===== src/rtl/algn_md_rx_arbiter.sv =====
// -----------------------------------------------------------------------------
// algn_md_rx_arbiter
//
// Shares the aligner's single MD RX slave port between NUM_REQ independent MD
// masters. Round-robin arbitration, the grant is held for exactly one transfer
// and every transfer is followed by at least one IDLE cycle.
//
// Optional build macro: ALGN_ARB_LOCAL_CHECK_EN
//   defined   : illegal offset/size combinations are answered locally with an
//               error (one-cycle LERR state) and never reach the aligner.
//   undefined : every request is forwarded; errors come only from md_rx_err.
//
// Ports:
//   clk, reset_n        clock (rising edge), asynchronous active-low reset
//   req_valid/data/
//   req_offset/size     per-requester MD request, slice i of each packed bus
//   req_ready/req_err   per-requester completion and error (err valid with ready)
//   md_rx_*             MD master towards the aligner (valid/data/offset/size
//                       out, ready/err in)
//   grant_id            index of the current or most recently granted requester
//   busy                high while a grant is active (FWD or LERR)
// -----------------------------------------------------------------------------
module algn_md_rx_arbiter #(
    parameter  int unsigned ALGN_DATA_WIDTH = 32,
    parameter  int unsigned NUM_REQ         = 2,
    localparam int unsigned BYTES_W         = ALGN_DATA_WIDTH / 8,
    localparam int unsigned OW              = (ALGN_DATA_WIDTH <= 8) ? 1 : $clog2(BYTES_W),
    localparam int unsigned SW              = $clog2(BYTES_W) + 1,
    localparam int unsigned IW              = $clog2(NUM_REQ)
) (
    input  logic                            clk,
    input  logic                            reset_n,

    input  logic [NUM_REQ-1:0]              req_valid,
    input  logic [NUM_REQ*ALGN_DATA_WIDTH-1:0] req_data,
    input  logic [NUM_REQ*OW-1:0]           req_offset,
    input  logic [NUM_REQ*SW-1:0]           req_size,
    output logic [NUM_REQ-1:0]              req_ready,
    output logic [NUM_REQ-1:0]              req_err,

    output logic                            md_rx_valid,
    output logic [ALGN_DATA_WIDTH-1:0]      md_rx_data,
    output logic [OW-1:0]                   md_rx_offset,
    output logic [SW-1:0]                   md_rx_size,
    input  logic                            md_rx_ready,
    input  logic                            md_rx_err,

    output logic [IW-1:0]                   grant_id,
    output logic                            busy
);

    typedef enum logic [1:0] {
        ST_IDLE,
        ST_FWD,
        ST_LERR
    } state_t;

    state_t        state_q, state_d;
    logic [IW-1:0] rr_ptr_q, rr_ptr_d;
    logic [IW-1:0] g_q, g_d;

    logic [ALGN_DATA_WIDTH-1:0] data_arr [NUM_REQ];
    logic [OW-1:0]              off_arr  [NUM_REQ];
    logic [SW-1:0]              size_arr [NUM_REQ];

    logic [IW-1:0] pick;

    // Increment modulo NUM_REQ (NUM_REQ need not be a power of two).
    function automatic logic [IW-1:0] next_idx(input logic [IW-1:0] idx);
        if (32'(idx) == NUM_REQ - 1) begin
            return '0;
        end
        return idx + 1'b1;
    endfunction

    // First requester with valid set, searching upward from ptr with wrap.
    function automatic logic [IW-1:0] rr_pick(input logic [NUM_REQ-1:0] v,
                                              input logic [IW-1:0]      ptr);
        logic [IW-1:0] idx;
        logic [IW-1:0] res;
        logic          found;
        idx   = ptr;
        res   = ptr;
        found = 1'b0;
        for (int unsigned k = 0; k < NUM_REQ; k++) begin
            if (!found && v[idx]) begin
                res   = idx;
                found = 1'b1;
            end
            idx = next_idx(idx);
        end
        return res;
    endfunction

`ifdef ALGN_ARB_LOCAL_CHECK_EN
    // A transfer is legal when 1 <= size <= BYTES_W, offset < BYTES_W and the
    // size evenly divides BYTES_W + offset.
    function automatic logic is_legal(input logic [OW-1:0] off,
                                      input logic [SW-1:0] sz);
        int unsigned s;
        int unsigned o;
        s = 32'(sz);
        o = 32'(off);
        if (s == 0 || s > BYTES_W || o >= BYTES_W) begin
            return 1'b0;
        end
        return ((BYTES_W + o) % s) == 0;
    endfunction
`endif

    always_comb begin
        for (int unsigned i = 0; i < NUM_REQ; i++) begin
            data_arr[i] = req_data[i*ALGN_DATA_WIDTH +: ALGN_DATA_WIDTH];
            off_arr[i]  = req_offset[i*OW +: OW];
            size_arr[i] = req_size[i*SW +: SW];
        end
    end

    assign pick = rr_pick(req_valid, rr_ptr_q);

    always_comb begin
        state_d      = state_q;
        rr_ptr_d     = rr_ptr_q;
        g_d          = g_q;
        md_rx_valid  = 1'b0;
        md_rx_data   = '0;
        md_rx_offset = '0;
        md_rx_size   = '0;
        req_ready    = '0;
        req_err      = '0;

        case (state_q)
            ST_IDLE: begin
                if (|req_valid) begin
                    g_d = pick;
`ifdef ALGN_ARB_LOCAL_CHECK_EN
                    state_d = is_legal(off_arr[pick], size_arr[pick]) ? ST_FWD : ST_LERR;
`else
                    state_d = ST_FWD;
`endif
                end
            end

            ST_FWD: begin
                md_rx_valid  = req_valid[g_q];
                md_rx_data   = data_arr[g_q];
                md_rx_offset = off_arr[g_q];
                md_rx_size   = size_arr[g_q];
                if (!req_valid[g_q]) begin
                    // Master withdrew its request: abandon silently.
                    state_d  = ST_IDLE;
                    rr_ptr_d = next_idx(g_q);
                end else if (md_rx_ready) begin
                    req_ready[g_q] = 1'b1;
                    req_err[g_q]   = md_rx_err;
                    state_d        = ST_IDLE;
                    rr_ptr_d       = next_idx(g_q);
                end
            end

            ST_LERR: begin
                req_ready[g_q] = 1'b1;
                req_err[g_q]   = 1'b1;
                state_d        = ST_IDLE;
                rr_ptr_d       = next_idx(g_q);
            end

            default: begin
                state_d = ST_IDLE;
            end
        endcase
    end

    always_ff @(posedge clk or negedge reset_n) begin
        if (!reset_n) begin
            state_q  <= ST_IDLE;
            rr_ptr_q <= '0;
            g_q      <= '0;
        end else begin
            state_q  <= state_d;
            rr_ptr_q <= rr_ptr_d;
            g_q      <= g_d;
        end
    end

    assign grant_id = g_q;
    assign busy     = (state_q != ST_IDLE);

endmodule


===== config.mk =====
export PLATFORM = sky130hd
export DESIGN_NAME = algn_md_rx_arbiter
export DESIGN_NICKNAME = d
export VERILOG_FILES = /design/src/rtl/algn_md_rx_arbiter.sv
export SDC_FILE = /design/constraint.sdc
export NUM_CORES = 1
export LEC_CHECK = 0
export ABC_AREA = 0
export BUFFER_PORTS_ARGS = -buffer_cell sky130_fd_sc_hd__clkbuf_2
export CAP_MARGIN = 15
export CELL_PAD_IN_SITES_DETAIL_PLACEMENT = 2
export CELL_PAD_IN_SITES_GLOBAL_PLACEMENT = 2
export CORE_UTILIZATION = 14
export DETAILED_ROUTE_END_ITERATION = 10
export PLACE_DENSITY_LB_ADDON = 0.1
export SYNTH_ARGS = -nofsm -noshare
export SYNTH_HDL_FRONTEND = slang
export SYNTH_SLANG_ARGS = --single-unit

===== constraint.sdc =====
create_clock -name clk -period 3.8 [get_ports clk]
set_input_delay 1.14 -clock clk [delete_from_list [all_inputs] [get_ports clk]]
set_output_delay 1.14 -clock clk [all_outputs]
set_load 0.02 [all_outputs]

Yosys cells after proc, flatten, opt, wreduce, memory -nomap -nowiden
Index checks and enable logic that the tools add are counted.

Add/sub/neg operators: 2. $lt $le $gt $ge: 5. Equality and inequality tests: 4. Mux-type cells: 50. Bitwise gates (word level): 2. Reduce and logical (&&, ||, !) cells: 10.

Operators with widths (count): two-way mux 32 bit (4); two-way mux 1 bit (26); two-way mux 2 bit (11); two-way mux 3 bit (4); case mux 2 bit (2 select lines) (3); less-than comparator 1 x 2 -> 1 bit, second input constant (3); AND reduction 2 bit (3); nonzero test 2 bit (2); != test 3 bit, second input constant (1); adder 1 bit, second input constant (2); AND 2 bit (1); == test 2 x 1 -> 1 bit, second input constant (1); == test 2 bit, second input constant (1); greater-or-equal comparator 2 bit, second input constant (1); logical AND 1 bit (2); logical NOT 2 bit (1); != test 2 bit, second input constant (1); NOT 1 -> 2 bit (1); case mux 1 bit (2 select lines) (1); OR reduction 2 bit (1); demux 1 bit (select 1 bit) (1); greater-or-equal comparator 1 bit, second input constant (1); logical NOT 1 bit (1).

Register bits after elaboration: 4. Input port bits: 80. Output and inout port bits: 44. Logic and storage cells: 76.

Longest topological paths before layout
Gate-level depths: netlist of run 1.

Word-level depth: 8. Mapped depth: 4. Mapped depth without buffers: 2.

Worst setup path after synthesis of run 1
Ideal clock, no wire load.

Path kind: in2out. Start: input req_valid[1]. End: output md_rx_valid. Arrival time: 1526 ps. Required time: 2660 ps. Path slack: 1134 ps. Stages on the path: 2. Path buffers: 0. Path through: mux2i_1 > nor2b_1.

Longest elaborated chain between the ends: 3.

Ends and longest elaborated chain: start, declared (RTL line 34) `input logic [NUM_REQ-1:0] req_valid,`; two-way mux 1 bit (not written as such) (2 in series) (RTL line 145) `md_rx_valid = req_valid[g_q];`; two-way mux 1 bit (RTL line 132) `case (state_q)`; end, declared (RTL line 41) `output logic md_rx_valid,`.

No other way between the ends. The select of a mux whose other input is x is not followed.

Final worst setup path of run 1
Start: register g_q (netlist: grant_id). End: output md_rx_data[1].

Longest elaborated chain between the ends: 5.

Ends and longest elaborated chain: start, declared (RTL line 60) `logic [IW-1:0] g_q, g_d;`; start signal, assigned (RTL line 182) `g_q <= g_d;`; NOT 1 -> 2 bit (not written as such) (RTL line 146) `md_rx_data = data_arr[g_q];`; two-way mux 32 bit (not written as such) (3 in series) (RTL line 146); two-way mux 32 bit (RTL line 132); end, declared (RTL line 42) `output logic [ALGN_DATA_WIDTH-1:0] md_rx_data,`.

No other way between the ends. The select of a mux whose other input is x is not followed.

==> results of run 1 <==
==> power by group <==
| part | internal, mW | leakage [nW] | switching (mW) |
|---|---|---|---|
| Combinational | 0.314 | 0.903 | 0.383 |
| Clock | 0.0715 | 0.0228 | 0.0200 |
| Sequential | 0.0457 | 0.0331 | 0.0745 |
==> registers in the layout, summed over array words and instances, names as in the netlist <==
name,flops
grant_id,1
rr_ptr_q,1
state_q,1
==> placed cells by master (no fill, tap or decap), drive strengths merged <==
master   count
a21boi       1
a221o        1
a2bb2oi      1
and3         1
and4         1
buf          2
clkbuf     127
dfrtp        3
inv          1
mux2i       38
nand2        2
nand3        1
nor2         3
nor2b       42
o22ai        1
or2b         1
==> cells by family (layout without fill, tap and decap cells) <==
kind of cell | after synthesis | after routing | share of synthesized area, %
muxes | 38 | 38 | 43.1
DFF | 3 | 3 | 8.51
buffers and inverters | 10 | 130 | 9.22
AOI/OAI and AO/OA | 4 | 4 | 4.11
and+or+nand+nor | 51 | 51 | 35.0
==> area by class of cell <==
type / instances / area [µm²] / share of cell area [%]
inverter: 1 / 3.75 / 0.238
sequential: 3 / 76.3 / 4.85
multi-input combinational: 93 / 726 / 46.1
tap: 75 / 93.8 / 5.96
clock buffer: 4 / 45.0 / 2.86
timing repair buffer: 125 / 631 / 40.0
==> routing by layer <==
| metal | vias to the layer above | GRT usage (%) | part of all wire [%] |
|---|---|---|---|
| li1 | 598 | - | - |
| met5 | - | 0 | 0 |
| met3 | 4 | 2.25 | 8.1 |
| met4 | 0 | 2.86 | 1.3 |
| met2 | 68 | 24.3 | 56 |
| met1 | 582 | 11.8 | 35 |
==> synth_stat cells <==
library cell,number
sky130_fd_sc_hd__a21boi_2,1
sky130_fd_sc_hd__a221o_1,1
sky130_fd_sc_hd__a2bb2oi_1,1
sky130_fd_sc_hd__and3_1,1
sky130_fd_sc_hd__and4_1,1
sky130_fd_sc_hd__buf_12,1
sky130_fd_sc_hd__buf_2,1
sky130_fd_sc_hd__buf_4,1
sky130_fd_sc_hd__buf_6,3
sky130_fd_sc_hd__clkbuf_1,3
sky130_fd_sc_hd__dfrtp_1,3
sky130_fd_sc_hd__inv_1,1
sky130_fd_sc_hd__mux2i_1,38
sky130_fd_sc_hd__nand2_1,2
sky130_fd_sc_hd__nand3_1,1
sky130_fd_sc_hd__nor2_1,3
sky130_fd_sc_hd__nor2b_1,42
sky130_fd_sc_hd__o22ai_1,1
sky130_fd_sc_hd__or2b_1,1
==> per-stage QoR <==
stage | power, mW | std cells | util (%) | cell area, µm²
finish | 0.909 | 301 | 26.3 | 1580
global route | 0.990 | 301 | 26.3 | 1580
CTS | 0.935 | 301 | 26.3 | 1580
detailed placement | 0.841 | 297 | 25.5 | 1530
global placement | 0.817 | 297 | 25.5 | 1530
floorplan | 0.649 | 106 | - | 882
==> worst register-to-register path, delay by kind of cell (launching register included) <==
family	cells	cell delay (ps)
compound gates	2	360
buf+inv	1	340
flops	1	690
==> path summary, 6_finish.rpt <==
path,endpoint,slack [ps],cells after the start
max,md_rx_data[1],770,4
min,rr_ptr_q$_DFFE_PN0P_,560,1
max reg2reg,rr_ptr_q$_DFFE_PN0P_,2280,3
min reg2reg,rr_ptr_q$_DFFE_PN0P_,560,1
max in group asynchronous,grant_id$_DFFE_PN0P_,2960,1
min in group asynchronous,rr_ptr_q$_DFFE_PN0P_,720,1
==> impl_metrics.csv, run 1 <==
group,metric,value,unit
status,outcome,"finished clean",
placement,gp_routability_congestion,0.696,
sta,worst_slew_pin_slew,619,ps
grt,first_global_vias,1355,
cells_and_area,fillerInstances,744,
hold_path,hp-start,"rr_ptr_q$_DFFE_PN0P_",
grt,grt_start_max_net_pins,25,
sta,finalCriticalPeriod,3030,ps
pwr,powerDensity,577,nW/µm²
clock_network,cts_buffers,3,
sta,hold-worst-slack,564,ps
logic_synthesis,yosysTopAreaCell,"sky130_fd_sc_hd__mux2i_1",
sta,timing.slew.headroom,58.7,%
clock_network,total_of_cells_resized_after_clock_tree_synthesis,0,
critical_path,worst_setup_path_startpoint,"grant_id$_DFFE_PN0P_",
clock_network,insertion_delay_to_the_later_sink_of_the_worst_skew_pair,210,ps
floorplan,initial_utilization,14.7,%
sta,setup-violations-final,0,
critical_path,cp.arrival,1890,ps
clock_network,cts-root-to-sink-buffers,2,
grt,grt_pass1_wl,6100,µm
logic_synthesis,syn_area_per_cell,8.32,µm²
cells_and_area,final_layout_size_suffix_gt1_share,57.5,%
run,max_cap_viol_count,0,
logic_synthesis,synth-warning-count,0,
critical_path,path_delay_family,"flip-flops",
drt,first_pass_iters,2,
floorplan,die_height,81.4,µm
sta,maxSlewViolCount,0,
pwr,power.leakage,0.958,nW
sta,fmaxAchievable,0.330,GHz
floorplan,die_width,81.4,µm
logic_synthesis,yosysSeqAreaShare,8.51,%
critical_path,timing.setup.critical_path_class,"register to output port",
logic_synthesis,netlist_instances,106,
cells_and_area,syn2layout_area_growth,78.6,%
drt,via_per_inst,4.16,
drt,dr_total_vias,1252,
sta,fin_setup_tns,0,ps
placement,hpwlAfterDp,3450,µm
critical_path,timing.critical_path.buf_inv,2,
floorplan,core.rowCount,28,
cells_and_area,antenna_cells_inserted,0,
sta,final_min_period_over_clock_period,79.8,%
logic_synthesis,post_synth_instance_area,882,µm²
cells_and_area,final_net_count,307,
clock_network,tritoncts,"done",
clock_network,post_cts_setup_buffer_count,0,
placement,portBuffers,123,
hold_path,worst_hold_path_type,"register to register",
grt,grt_util_all_layers,11.8,%
logic_synthesis,netlist.area_leader.share,43.1,%
pwr,peakVddDrop,0.173,mV
floorplan,design.die.area,6620,µm²
sta,report.final.hold_viol_count,0,
critical_path,crit_slowest_cell,"sky130_fd_sc_hd__dfrtp_2",
clock_network,clock-sinks,3,
logic_synthesis,yosys-top-cells-area,"sky130_fd_sc_hd__mux2i_1 (43%), sky130_fd_sc_hd__nor2b_1 (30%), sky130_fd_sc_hd__dfrtp_1 (8.5%)",
critical_path,required,2660,ps
drt,ant_nets,0,
critical_path,critPathCaptureType,"output port",
critical_path,worst_r2r_startpoint,"state_q[0]$_DFFE_PN0P_",
clock_network,clk_root_buffer_cell,"sky130_fd_sc_hd__clkbuf_8",
clock_network,clk_pin_slew_worst_paths,30,ps
logic_synthesis,post_synth_num_cell_types,19,
floorplan,design.portCount,124,
drt,route.detailed.wl_per_inst,13.2,µm
critical_path,worstSetupStartpointType,"register",
sta,rsz_0062_raised_after_global_routing,"false",
grt,number_of_antenna_violations_at_the_first_check_in_global_routing,0,
drt,routed_wirelength,3990,µm
logic_synthesis,synth-seq-cells,3,
drt,drc,0,
sta,setup_clock_skew_after_layout,1.32,ps
critical_path,worst_path_cell_trace,"buf_4, mux2i_1, nor2b_1, clkbuf_2",
critical_path,path_max_fanout,23,
clock_network,ctsHtreeMaxLevel,1,
grt,grt_overflow_total,0,
drt,drt-initial-drc-count,12,
placement,pre_cts_slack,920,ps
sta,fin_ws,768,ps
clock_network,postCtsHoldBufs,0,
critical_path,critical-path-max-stage-delay,750,ps
floorplan,core_area,5990,µm²
logic_synthesis,synth_fp_nets,186,
Note: power is estimated with default switching activity, not from simulation.
==> run 2: changes to the inputs <==
CORE_UTILIZATION = 12   (was 14)
clock period = 2.55 ns   (was 3.8 ns; I/O delays follow)
==> impl_metrics.csv, run 2 (synthesized netlist as in run 1, its figures left out) <==
group,metric,value,unit
sta,hold-worst-slack,338,ps
pwr,power.share.switching,51.5,%
sta,report.final.hold_viol_count,0,
grt,grt_overflow_total,0,
clock_network,post_cts_setup_buffer_count,0,
floorplan,core.rowCount,30,
sta,rsz_0062_raised_after_global_routing,"false",
drt,drt-initial-drc-count,11,
pwr,power.leakage,0.973,nW
floorplan,core_area,6940,µm²
cells_and_area,layout_common_cells,"sky130_fd_sc_hd__clkbuf_2 (123), sky130_fd_sc_hd__nor2b_1 (42), sky130_fd_sc_hd__mux2i_1 (38)",
clock_network,cts-root-to-sink-buffers,2,
hold_path,worst_hold_path_type,"primary input to async pin",
critical_path,crit_slowest_cell,"sky130_fd_sc_hd__dfrtp_2",
grt,grt_util_all_layers,10.1,%
clock_network,tritoncts,"done",
critical_path,timing.critical_path.buf_inv,2,
sta,finalCriticalPeriod,2300,ps
critical_path,critPathCaptureType,"output port",
cells_and_area,final_layout_size_suffix_gt1_share,57.9,%
cells_and_area,layout_commonest_cell,"sky130_fd_sc_hd__clkbuf_2",
clock_network,postCtsHoldBufs,0,
sta,fmaxAchievable,0.436,GHz
sta,timing.slew.headroom,73.1,%
critical_path,path_max_fanout,14,
pwr,internal_power,0.677,mW
floorplan,design.die.area,7700,µm²
critical_path,worstSetupStartpointType,"register",
sta,setup-violations-final,0,
grt,number_of_antenna_violations_at_the_first_check_in_global_routing,0,
cells_and_area,fillerInstances,867,
drt,routed_wirelength,4000,µm
cells_and_area,post-route-util,23.5,%
clock_network,total_of_cells_resized_after_clock_tree_synthesis,0,
clock_network,ctsHtreeMaxLevel,1,
critical_path,timing.setup.critical_path_class,"register to output port",
critical_path,worst_setup_path_startpoint,"grant_id$_DFFE_PN0P_",
drt,via_per_inst,3.85,
pwr,peakVddDrop,0.205,mV
clock_network,clk_pin_slew_worst_paths,30,ps
drt,route.detailed.wl_per_inst,12.3,µm
critical_path,worst_r2r_startpoint,"grant_id$_DFFE_PN0P_",
critical_path,path_delay_family,"flip-flops",
floorplan,initial_utilization,12.7,%
clock_network,insertion_delay_to_the_later_sink_of_the_worst_skew_pair,220,ps
clock_network,clk_root_buffer_cell,"sky130_fd_sc_hd__clkbuf_8",
pwr,share_seq_of_total_power,9.4,%
sta,worst_slew_pin_slew,404,ps
grt,grt_pass1_wl,6110,µm
floorplan,die_height,87.7,µm
placement,portBuffers,123,
critical_path,cp.arrival,1530,ps
floorplan,die_width,87.7,µm
critical_path,worst_path_cell_trace,"buf_4, mux2i_1, nor2b_1, clkbuf_2",
grt,grt_start_max_net_pins,31,
cells_and_area,antenna_cells_inserted,0,
sta,final_min_period_over_clock_period,90.0,%
sta,maxSlewViolCount,0,
pwr,p_comb_share,80.8,%
grt,first_global_vias,1299,
cells_and_area,final_net_count,309,
drt,dr_total_vias,1246,
status,outcome,"finished clean",
clock_network,clock-sinks,3,
pwr,powerDensity,857,nW/µm²
placement,gp_routability_congestion,0.615,
drt,first_pass_iters,2,
sta,fin_setup_tns,0,ps
pwr,p_sw,0.719,mW
run,max_cap_viol_count,0,
pwr,clockPowerShare,9.9,%
drt,drc,0,
cells_and_area,syn2layout_area_growth,84.7,%
drt,ant_nets,0,
critical_path,critical-path-max-stage-delay,610,ps
sta,setup_clock_skew_after_layout,2.68,ps
clock_network,cts_buffers,3,
critical_path,required,1790,ps
placement,hpwlAfterDp,3410,µm
floorplan,design.portCount,124,
[run 2: area by class of cell]
type                            instances  area [µm²]  area share (%)
Clock buffer                            4        45.0            2.76
Inverter                                1        3.75           0.230
Tap cell                               96         120            7.37
Sequential cell                         3        76.3            4.69
Multi-Input combinational cell         93         726            44.5
Timing Repair Buffer                  127         658            40.4
[run 2: power by group through the flow]
stage	combinational [mW]	sequential (mW)	clock [mW]
finish	1.13	0.131	0.138
global placement	1.16	0.134	0
global route	1.23	0.140	0.149
CTS	1.16	0.136	0.142
detailed placement	1.16	0.136	0
floorplan	0.867	0.100	0
[run 2: worst paths after layout]
check / end / slack (ps) / cells after the start
worst max-delay path: md_rx_data[1] / 250 / 4
worst min-delay path: grant_id$_DFFE_PN0P_ / 340 / 1
worst min register to register: rr_ptr_q$_DFFE_PN0P_ / 550 / 1
min in group clk: rr_ptr_q$_DFFE_PN0P_ / 550 / 1
worst max register to register: rr_ptr_q$_DFFE_PN0P_ / 1210 / 3
max in group asynchronous: grant_id$_DFFE_PN0P_ / 2090 / 1
[run 2: layer usage]
| layer | vias to the layer above | track usage [%] | part of all wire (%) |
|---|---|---|---|
| met5 | - | 0 | 0 |
| met4 | 0 | 3.58 | 1.3 |
| met3 | 5 | 2.36 | 8.2 |
| met2 | 64 | 18.5 | 51 |
| met1 | 574 | 11.5 | 40 |
| li1 | 603 | - | - |
[run 2: metrics by stage]
stage	cells	worst slack [ps]	power (mW)	cell area, µm²
floorplan	106	577	0.968	882
global placement	320	459	1.29	1580
detailed placement	320	440	1.30	1580
CTS	324	206	1.44	1630
global route	324	113	1.52	1630
finish	324	255	1.40	1630
==> run 3: changes to the inputs <==
CORE_UTILIZATION = 13   (was 12)
clock period = 2.6 ns   (was 2.55 ns; I/O delays follow)
==> impl_metrics.csv, run 3 (synthesized netlist as in run 1, its figures left out) <==
group,metric,value,unit
status,outcome,"finished, violations left",
status,failed_checks,"DRC",
floorplan,die_width,84.4,µm
sta,report.final.hold_viol_count,0,
clock_network,clk_pin_slew_worst_paths,30,ps
pwr,powerDensity,846,nW/µm²
grt,first_global_vias,1204,
drt,first_pass_iters,7,
drt,drt-initial-drc-count,34,
critical_path,regToRegSetupSlack,1500,ps
sta,worst_slew_pin_slew,478,ps
sta,finalCriticalPeriod,2260,ps
pwr,share_seq_of_total_power,6.2,%
grt,grt_overflow_total,0,
critical_path,critPathCapture,"md_rx_data[23]",
cells_and_area,final_net_count,309,
grt,grt_start_max_net_pins,29,
clock_network,tritoncts,"done",
cells_and_area,layout_common_cells,"sky130_fd_sc_hd__clkbuf_2 (123), sky130_fd_sc_hd__nor2b_1 (42), sky130_fd_sc_hd__mux2i_1 (38)",
cells_and_area,final_layout_size_suffix_gt1_share,57.9,%
placement,hpwlAfterDp,3210,µm
placement,portBuffers,123,
critical_path,path_max_fanout,28,
clock_network,cts_buffers,3,
sta,final_min_period_over_clock_period,86.8,%
drt,route.detailed.wl_per_inst,12.6,µm
critical_path,worst_setup_path_startpoint,"grant_id$_DFFE_PN0P_",
grt,grt_pass1_wl,6000,µm
pwr,power.share.switching,52.0,%
clock_network,total_of_cells_resized_after_clock_tree_synthesis,0,
sta,maxSlewViolCount,0,
clock_network,postCtsHoldBufs,0,
pwr,p_sw,0.700,mW
cells_and_area,syn2layout_area_growth,80.6,%
critical_path,reg2reg_to,"state_q[0]$_DFFE_PN0P_",
floorplan,initial_utilization,13.7,%
clock_network,clk_root_buffer_cell,"sky130_fd_sc_hd__clkbuf_8",
clock_network,post_cts_setup_buffer_count,0,
sta,rsz_0062_raised_after_global_routing,"false",
sta,fin_setup_tns,0,ps
hold_path,worst_hold_path_type,"primary input to async pin",
clock_network,clock-sinks,3,
pwr,power.leakage,0.968,nW
pwr,peakVddDrop,0.234,mV
clock_network,insertion_delay_to_the_later_sink_of_the_worst_skew_pair,220,ps
floorplan,core_area,6460,µm²
critical_path,required,1820,ps
cells_and_area,fillerInstances,826,
pwr,clockPowerShare,10.2,%
critical_path,timing.setup.critical_path_class,"register to output port",
drt,via_per_inst,4.01,
floorplan,design.portCount,124,
critical_path,critPathCaptureType,"output port",
drt,drc,9,
pwr,fin_total_pwr,1.35,mW
critical_path,cp.arrival,1480,ps
pwr,p_comb_share,83.6,%
critical_path,rr_worst_depth,3,
grt,grt_util_all_layers,10.5,%
clock_network,cts-root-to-sink-buffers,2,
sta,fmaxAchievable,0.443,GHz
sta,setup_clock_skew_after_layout,0.917,ps
drt,routed_wirelength,3840,µm
critical_path,worstSetupStartpointType,"register",
placement,gp_routability_congestion,0.646,
floorplan,core.rowCount,29,
sta,setup-violations-final,0,
pwr,internal_power,0.647,mW
grt,number_of_antenna_violations_at_the_first_check_in_global_routing,0,
critical_path,worst_r2r_startpoint,"grant_id$_DFFE_PN0P_",
drt,ant_nets,0,
floorplan,design.die.area,7120,µm²
clock_network,ctsHtreeMaxLevel,1,
floorplan,die_height,84.4,µm
cells_and_area,layout_commonest_cell,"sky130_fd_sc_hd__clkbuf_2",
sta,timing.slew.headroom,68.1,%
cells_and_area,antenna_cells_inserted,0,
run,max_cap_viol_count,0,
drt,dr_total_vias,1222,
run 3: worst min-delay path by stage:
| stage | endpoint | slack, ps | depth (start not counted) |
|---|---|---|---|
| 6_report | state_q[0]$_DFFE_PN0P_ | 350 | 1 |
| 5_1_grt | state_q[0]$_DFFE_PN0P_ | 350 | 1 |
| 4_1_cts | state_q[0]$_DFFE_PN0P_ | 350 | 1 |
| 3_5_place_dp | rr_ptr_q$_DFFE_PN0P_ | 540 | 1 |
| 3_3_place_gp | rr_ptr_q$_DFFE_PN0P_ | 550 | 1 |
| 2_1_floorplan | grant_id$_DFFE_PN0P_ | 480 | 0 |
run 3: layer usage:
layer  track usage, %  share of wire [%]  routed length [µm]  vias up
met5                0                  0                   0        -
met4             3.70                1.1                  42        0
met2             18.8                 49                1880       64
met1             12.5                 40                1550      553
li1                 -                  -                   -      601
met3             2.06                9.8                 378        4
run 3: metrics by stage:
step / instances / worst slack [ps] / area [µm²] / utilization [%] / hold WS (ps)
floorplan: 106 / 612 / 882 / - / 484
global placement: 301 / 487 / 1550 / 24.0 / 550
detailed placement: 301 / 492 / 1550 / 24.0 / 537
CTS: 305 / 307 / 1590 / 24.7 / 347
global route: 305 / 221 / 1590 / 24.7 / 348
finish: 305 / 342 / 1590 / 24.7 / 351
run 3: layout make-up:
cell class	instances	area, µm²	share of cell area [%]
clock buffers	4	45.0	2.83
flip-flops and latches	3	76.3	4.79
repair buffers	127	646	40.5
multi-input cells	93	726	45.6
inverters	1	3.75	0.236
well taps	77	96.3	6.05
run 3: power groups by stage:
stage	Clock, mW	Combinational (mW)	Sequential, mW
2_1_floorplan	0	0.851	0.0985
3_3_place_gp	0	1.16	0.0839
3_5_place_dp	0	1.16	0.0828
4_1_cts	0.143	1.16	0.0833
5_1_grt	0.149	1.23	0.0856
6_report	0.138	1.13	0.0830
run 3: worst max-delay path: stages (launching register included):
cell,delay (ps)
sky130_fd_sc_hd__dfrtp_2,350
sky130_fd_sc_hd__buf_4,410
sky130_fd_sc_hd__mux2i_1,140
sky130_fd_sc_hd__nor2b_1,150
sky130_fd_sc_hd__clkbuf_2,180
